[src/rtl/pwm_diff_dac.sv]
// Differential sign/magnitude PWM DAC fed by a small sample FIFO; one sample plays per 2^(WIDTH-1)-clock frame.
// Define PWM_DIFF_DAC_DEADTIME_EN to insert DEADTIME idle clocks at the start of a frame whose sign flips.
module pwm_diff_dac #(
  parameter int WIDTH    = 8,
  parameter int DEPTH    = 4,
  parameter int DEADTIME = 2
) (
  input  logic                    clk,
  input  logic                    reset,
  input  logic signed [WIDTH-1:0] sample_in,
  input  logic                    sample_valid,
  output logic                    sample_ready,
  output logic                    pwm_pos,
  output logic                    pwm_neg,
  output logic                    frame_start,
  output logic                    underrun
);
  localparam int CW = WIDTH - 1;
  localparam int AW = $clog2(DEPTH);
  localparam int NW = $clog2(DEPTH + 1);

  // Handshake: a sample transfers on a rising edge where sample_valid and sample_ready are both 1.
  logic [CW-1:0]           cnt_q, cnt_d;
  logic [AW-1:0]           wr_ptr_q, rd_ptr_q;
  logic [NW-1:0]           count_q, count_d;
  logic signed [WIDTH-1:0] mem_q [DEPTH];
  logic signed [WIDTH-1:0] active_q, active_d;
  logic                    ready_q, pos_q, neg_q, fs_q, ur_q;
  logic                    wrap, fifo_empty, push, pop;
  logic [WIDTH-1:0]        neg_val;
  logic [CW-1:0]           mag_d;
  logic                    on_d, gate_d;

  assign wrap       = &cnt_q;
  assign fifo_empty = (count_q == '0);
  assign push       = sample_valid && ready_q;
  assign pop        = wrap && !fifo_empty;
  assign cnt_d      = cnt_q + CW'(1);
  assign count_d    = count_q + NW'(push) - NW'(pop);
  assign active_d   = wrap ? (pop ? mem_q[rd_ptr_q] : '0) : active_q;
  assign neg_val    = -active_d;

  // The most negative sample has no positive twin, so it saturates to a full frame minus one.
  always_comb begin
    mag_d = active_d[CW-1:0];
    if (active_d[WIDTH-1]) begin
      if (active_d[CW-1:0] == '0) mag_d = '1;
      else                        mag_d = neg_val[CW-1:0];
    end
  end

  assign on_d = (cnt_d < mag_d);

`ifdef PWM_DIFF_DAC_DEADTIME_EN
  logic prev_nz_q, prev_neg_q, dt_frame_q;
  logic prev_nz_n, prev_neg_n, dt_frame_d;

  // The sign memory follows the last frame that actually drove a bridge.
  always_comb begin
    prev_nz_n  = prev_nz_q;
    prev_neg_n = prev_neg_q;
    if (active_q != '0) begin
      prev_nz_n  = 1'b1;
      prev_neg_n = active_q[WIDTH-1];
    end
    dt_frame_d = dt_frame_q;
    if (wrap) dt_frame_d = (active_d != '0) && prev_nz_n && (prev_neg_n != active_d[WIDTH-1]);
  end

  always_ff @(posedge clk or posedge reset) begin
    if (reset) begin
      prev_nz_q  <= 1'b0;
      prev_neg_q <= 1'b0;
      dt_frame_q <= 1'b0;
    end else begin
      if (wrap) begin
        prev_nz_q  <= prev_nz_n;
        prev_neg_q <= prev_neg_n;
      end
      dt_frame_q <= dt_frame_d;
    end
  end

  assign gate_d = dt_frame_d && (int'(cnt_d) < DEADTIME);
`else
  assign gate_d = 1'b0;
`endif

  always_ff @(posedge clk) begin
    if (push) mem_q[wr_ptr_q] <= sample_in;
  end

  always_ff @(posedge clk or posedge reset) begin
    if (reset) begin
      cnt_q    <= '1;
      wr_ptr_q <= '0;
      rd_ptr_q <= '0;
      count_q  <= '0;
      active_q <= '0;
      ready_q  <= 1'b1;
      pos_q    <= 1'b0;
      neg_q    <= 1'b0;
      fs_q     <= 1'b0;
      ur_q     <= 1'b0;
    end else begin
      cnt_q    <= cnt_d;
      if (push) wr_ptr_q <= wr_ptr_q + AW'(1);
      if (pop)  rd_ptr_q <= rd_ptr_q + AW'(1);
      count_q  <= count_d;
      active_q <= active_d;
      ready_q  <= (count_d != NW'(DEPTH));
      fs_q     <= wrap;
      ur_q     <= wrap && fifo_empty;
      pos_q    <= on_d && !active_d[WIDTH-1] && !gate_d;
      neg_q    <= on_d &&  active_d[WIDTH-1] && !gate_d;
    end
  end

  assign sample_ready = ready_q;
  assign pwm_pos      = pos_q;
  assign pwm_neg      = neg_q;
  assign frame_start  = fs_q;
  assign underrun     = ur_q;
endmodule
[config.mk]
export PLATFORM = sky130hd
export DESIGN_NAME = pwm_diff_dac
export DESIGN_NICKNAME = d
export VERILOG_FILES = /design/src/rtl/pwm_diff_dac.sv
export SDC_FILE = /design/constraint.sdc
export NUM_CORES = 1
export LEC_CHECK = 0
export ABC_CLOCK_PERIOD_IN_PS = 4000
export CORE_MARGIN = 2
export CORE_UTILIZATION = 58
export DETAILED_ROUTE_END_ITERATION = 6
export HOLD_SLACK_MARGIN = 0.15
export PLACE_DENSITY = 0.78
export SYNTH_ARGS = -nofsm -noshare
export SYNTH_HDL_FRONTEND = slang
export SYNTH_SLANG_ARGS = --single-unit
export TNS_END_PERCENT = 10
[constraint.sdc]
create_clock -name clk -period 4 [get_ports clk]
set_input_delay 0.6 -clock clk [delete_from_list [all_inputs] [get_ports clk]]
set_output_delay 0.6 -clock clk [all_outputs]
set_load 0.01 [all_outputs]
==> key figures <==
Status
  • Status: finished clean

STA
  • Worst slew pin tran: 0.988 ns
  • Final Setup Violations: 0
  • Slew margin rel.: 34.1%
  • Fin crit period: 3.68 ns
  • Final period utilization: 91.9%
  • Worst Skew: 0.00893 ns
  • Unrepaired setup endpoints after global routing: false
  • Pins over their slew limit: 0
  • Setup_tns: 0 ns
  • Hold slack: 0.484 ns
  • Fin. Hold Viols: 0
  • Fmax: 272 MHz

Hold path
  • HP Class: reg2reg
  • Min-delay src: cnt_q[0]

Global routing
  • Total congestion overflow: 0
  • GRT Util Overall: 19.9%
  • First-pass GRT wire length: 7.41 mm
  • Number of global-route vias before repair: 1519
  • Initial antenna violation count: 0
  • Largest net degree at the start of global routing: 28

Die
  • Core area: 0.00438 mm^2
  • Die area: 0.00517 mm^2
  • Initial Util: 61.0%
  • Number of core rows: 24
  • Num ports: 16
  • Die height: 71.9 um
  • Die width: 71.9 um

Routing
  • Detailed Routing Iterations Pass 1: 4
  • Vias: 1513
  • Total routed wirelength: 4.43 mm
  • DRC: 0
  • Wire length per cell: 17.2 um
  • Initial DRC count: 110
  • Via density: 5.89
  • DRT antenna net count: 0

Worst setup path
  • Worst path required time: 4.25 ns
  • Crit-path max FO: 10
  • Worst Path Buf+Inv: 2
  • Crit path launch: cnt_q[0]
  • Most used cell, CP: ha_1
  • WP data arrival: 3.93 ns
  • Reg2Reg Launch Point: cnt_q[0]
  • Critical-path cell list: ha_1 > and3_2 > and3_4 > a22o_2 > inv_1 > ha_1 > nand3_1 > nor4_4 > buf_4 > a2111oi_2 > ha_1 > a21o_1 > a21oi_1 > o21a_1 > nor3_2 > nor3_1
  • Crit path max-delay family: compound AO/OA/AOI/OAI gates
  • Startpoint types: flip-flop
  • Setup crit end kind: flip-flop
  • Worst setup path category: reg2reg
  • Largest stage delay on the critical path: 0.55 ns
  • Worst path slowest cell: dfstp_2

Power
  • Int Power: 0.00118 W
  • Leakage: 1.23 nW
  • Worst IR Drop VDD: 0.303 mV
  • Gate power share: 13.0%
  • Share of total power in the clock network: 36.5%
  • PwrDens: 506 mW/mm^2
  • Flop pwr share: 50.4%
  • Switching pwr: 0.000375 W
  • Sw frac: 24.1%

Synth
  • Synth warnings: 0
  • Area share of the largest cell type after synthesis: 35.9%
  • Mapped cell area: 0.00268 mm^2
  • Largest cells by area after synthesis: edfxtp_1 36%, dfrtp_1 18%, dfstp_2 7.9%
  • Cells after Synth: 178
  • Asr flop ratio synth: 45.8%
  • Post-Syn Area per Cell: 15.0 um^2
  • Sequential share of the synthesized area: 61.6%
  • Syn nets: 204
  • Synth area leader: edfxtp_1
  • Primary FF master, synth: edfxtp_1
  • Post-synth EDFFs: 32
  • Distinct cells, synth: 42
  • Seq cells post-synth: 59

Place
  • Final HPWL DP: 3.14 mm
  • Final Wtd Congestion: 0.865
  • Port Buffers: 15

CTS
  • Worst skew pair latency: 0.34 ns
  • CTS Buffer Depth: 2
  • Hold Buf Count CTS: 0
  • CTS tree: yes
  • Root buffer cell: clkbuf_8
  • CTS Buf Count: 9
  • H-tree depth: 3
  • CTS sink cnt: 59
  • Clock transition at path regs: 0.07 ns

Final layout
  • Fraction of layout cells with a size suffix above 1: 22.0%
  • Post-layout net count: 227
  • Antenna Cells: 0
  • Area Growth Syn to Fin: 15.1%
  • Most frequent cells in the layout: 32 x edfxtp_1, 19 x dfrtp_1, 15 x clkdlybuf4s50_1
  • Commonest non-fill, non-tap cell in the layout: edfxtp_1
  • Fill cells: 295
  • Area occupied by registers: 0.00165 mm^2
  • Area of the multi-input gates: 955 um^2

Run
  • Max Cap Viol: 0
-- cell usage after synthesis (2+ instances only) --
master / number
nor3_1: 4
xnor2_1: 10
inv_1: 9
and3_1: 7
o21ai_0: 4
nand2_1: 4
a211oi_1: 2
mux4_2: 8
a21o_1: 2
nand3_1: 5
edfxtp_1: 32
xor2_1: 3
dfrtp_1: 19
a21oi_1: 4
nand4_1: 2
dfstp_2: 8
ha_1: 14
o21a_1: 3
mux2_2: 2
nor2_1: 8
buf_6: 3
a22o_1: 5
-- kinds of logic after synthesis --
group | Yosys count | synth area share, %
AOI/OAI and AO/OA | 25 | 7.02
muxes | 11 | 7.95
buffers and inverters | 16 | 3.13
adders and majority gates | 15 | 7.30
DFF | 59 | 61.6
xor gates and xnor gates | 13 | 4.26
and+or+nand+nor | 39 | 8.79
-- final timing paths --
kind                                     to  slack [ns]  cells past startpoint
worst min-delay path               cnt_q[0]        0.48                      1
max in group asynchronous       active_q[1]        2.60                      2
worst max register to register      pwm_pos        0.32                     16
worst min register to register     cnt_q[0]        0.48                      1
worst max-delay path                pwm_pos        0.32                     16
min in group asynchronous       active_q[3]        0.79                      2
-- worst reg2reg max path, delay by kind of cell, from the launching register on --
family / cells / cell delay [ns]
buffers and inverters: 2 / 0.23
DFF: 1 / 0.55
adders and majority gates: 3 / 0.70
AOI/OAI and AO/OA: 5 / 1.10
and+or+nand+nor: 6 / 1.01
-- state kept, by name, indices dropped and copies added, names as in the netlist --
name and cells:
underrun 1, wr_ptr_q 2, mem_q 32, frame_start 1, active_q 8, pwm_neg 1
rd_ptr_q 2, sample_ready 1, pwm_pos 1, cnt_q 7, count_q 3
-- power by group through the flow --
stage / logic, W / clock network (W) / registers [W]
after floorplan: 0.000145 / 0 / 0.000785
after global placement: 0.000193 / 0 / 0.000787
after detailed placement: 0.000207 / 0 / 0.000797
after CTS: 0.000208 / 0.000579 / 0.000786
after global routing: 0.000234 / 0.000604 / 0.000795
final: 0.000203 / 0.000569 / 0.000785
-- repair_timing --
action	in CTS	in global routing
setup buffers	0	0
endpoints found under the hold margin	0	0
gates resized for setup	0	5
endpoints found under the setup margin	0	2
-- layer usage --
metal  up-vias  part of all wire (%)  track usage (%)
met3        15                   4.5             5.28
met5         -                     0                0
li1        709                     -                -
met1       753                    43             25.9
met2        36                    49             29.9
met4         0                   3.6             12.6
-- area by class of cell --
type                    count  area share (%)
multi-input cells         103            31.0
repair buffers             17            5.36
inverters                  11            1.34
clock inverters             5            2.56
clock buffers              10            4.14
flip-flops and latches     59            53.5
well taps                  52            2.11
-- metrics by stage --
stage / setup slack, ns / cell area, um^2 / instances / util (%) / power [W]
after detailed placement: 0.223 / 2860 / 242 / 65.3 / 0.00100
after floorplan: 0.519 / 2680 / 178 / - / 0.000929
after global routing: 0.0162 / 3080 / 257 / 70.2 / 0.00163
after CTS: 0.199 / 3070 / 257 / 70.0 / 0.00157
after global placement: 0.382 / 2860 / 242 / 65.3 / 0.000980
final: 0.324 / 3080 / 257 / 70.2 / 0.00156
Power figures use the tool's default switching activity.
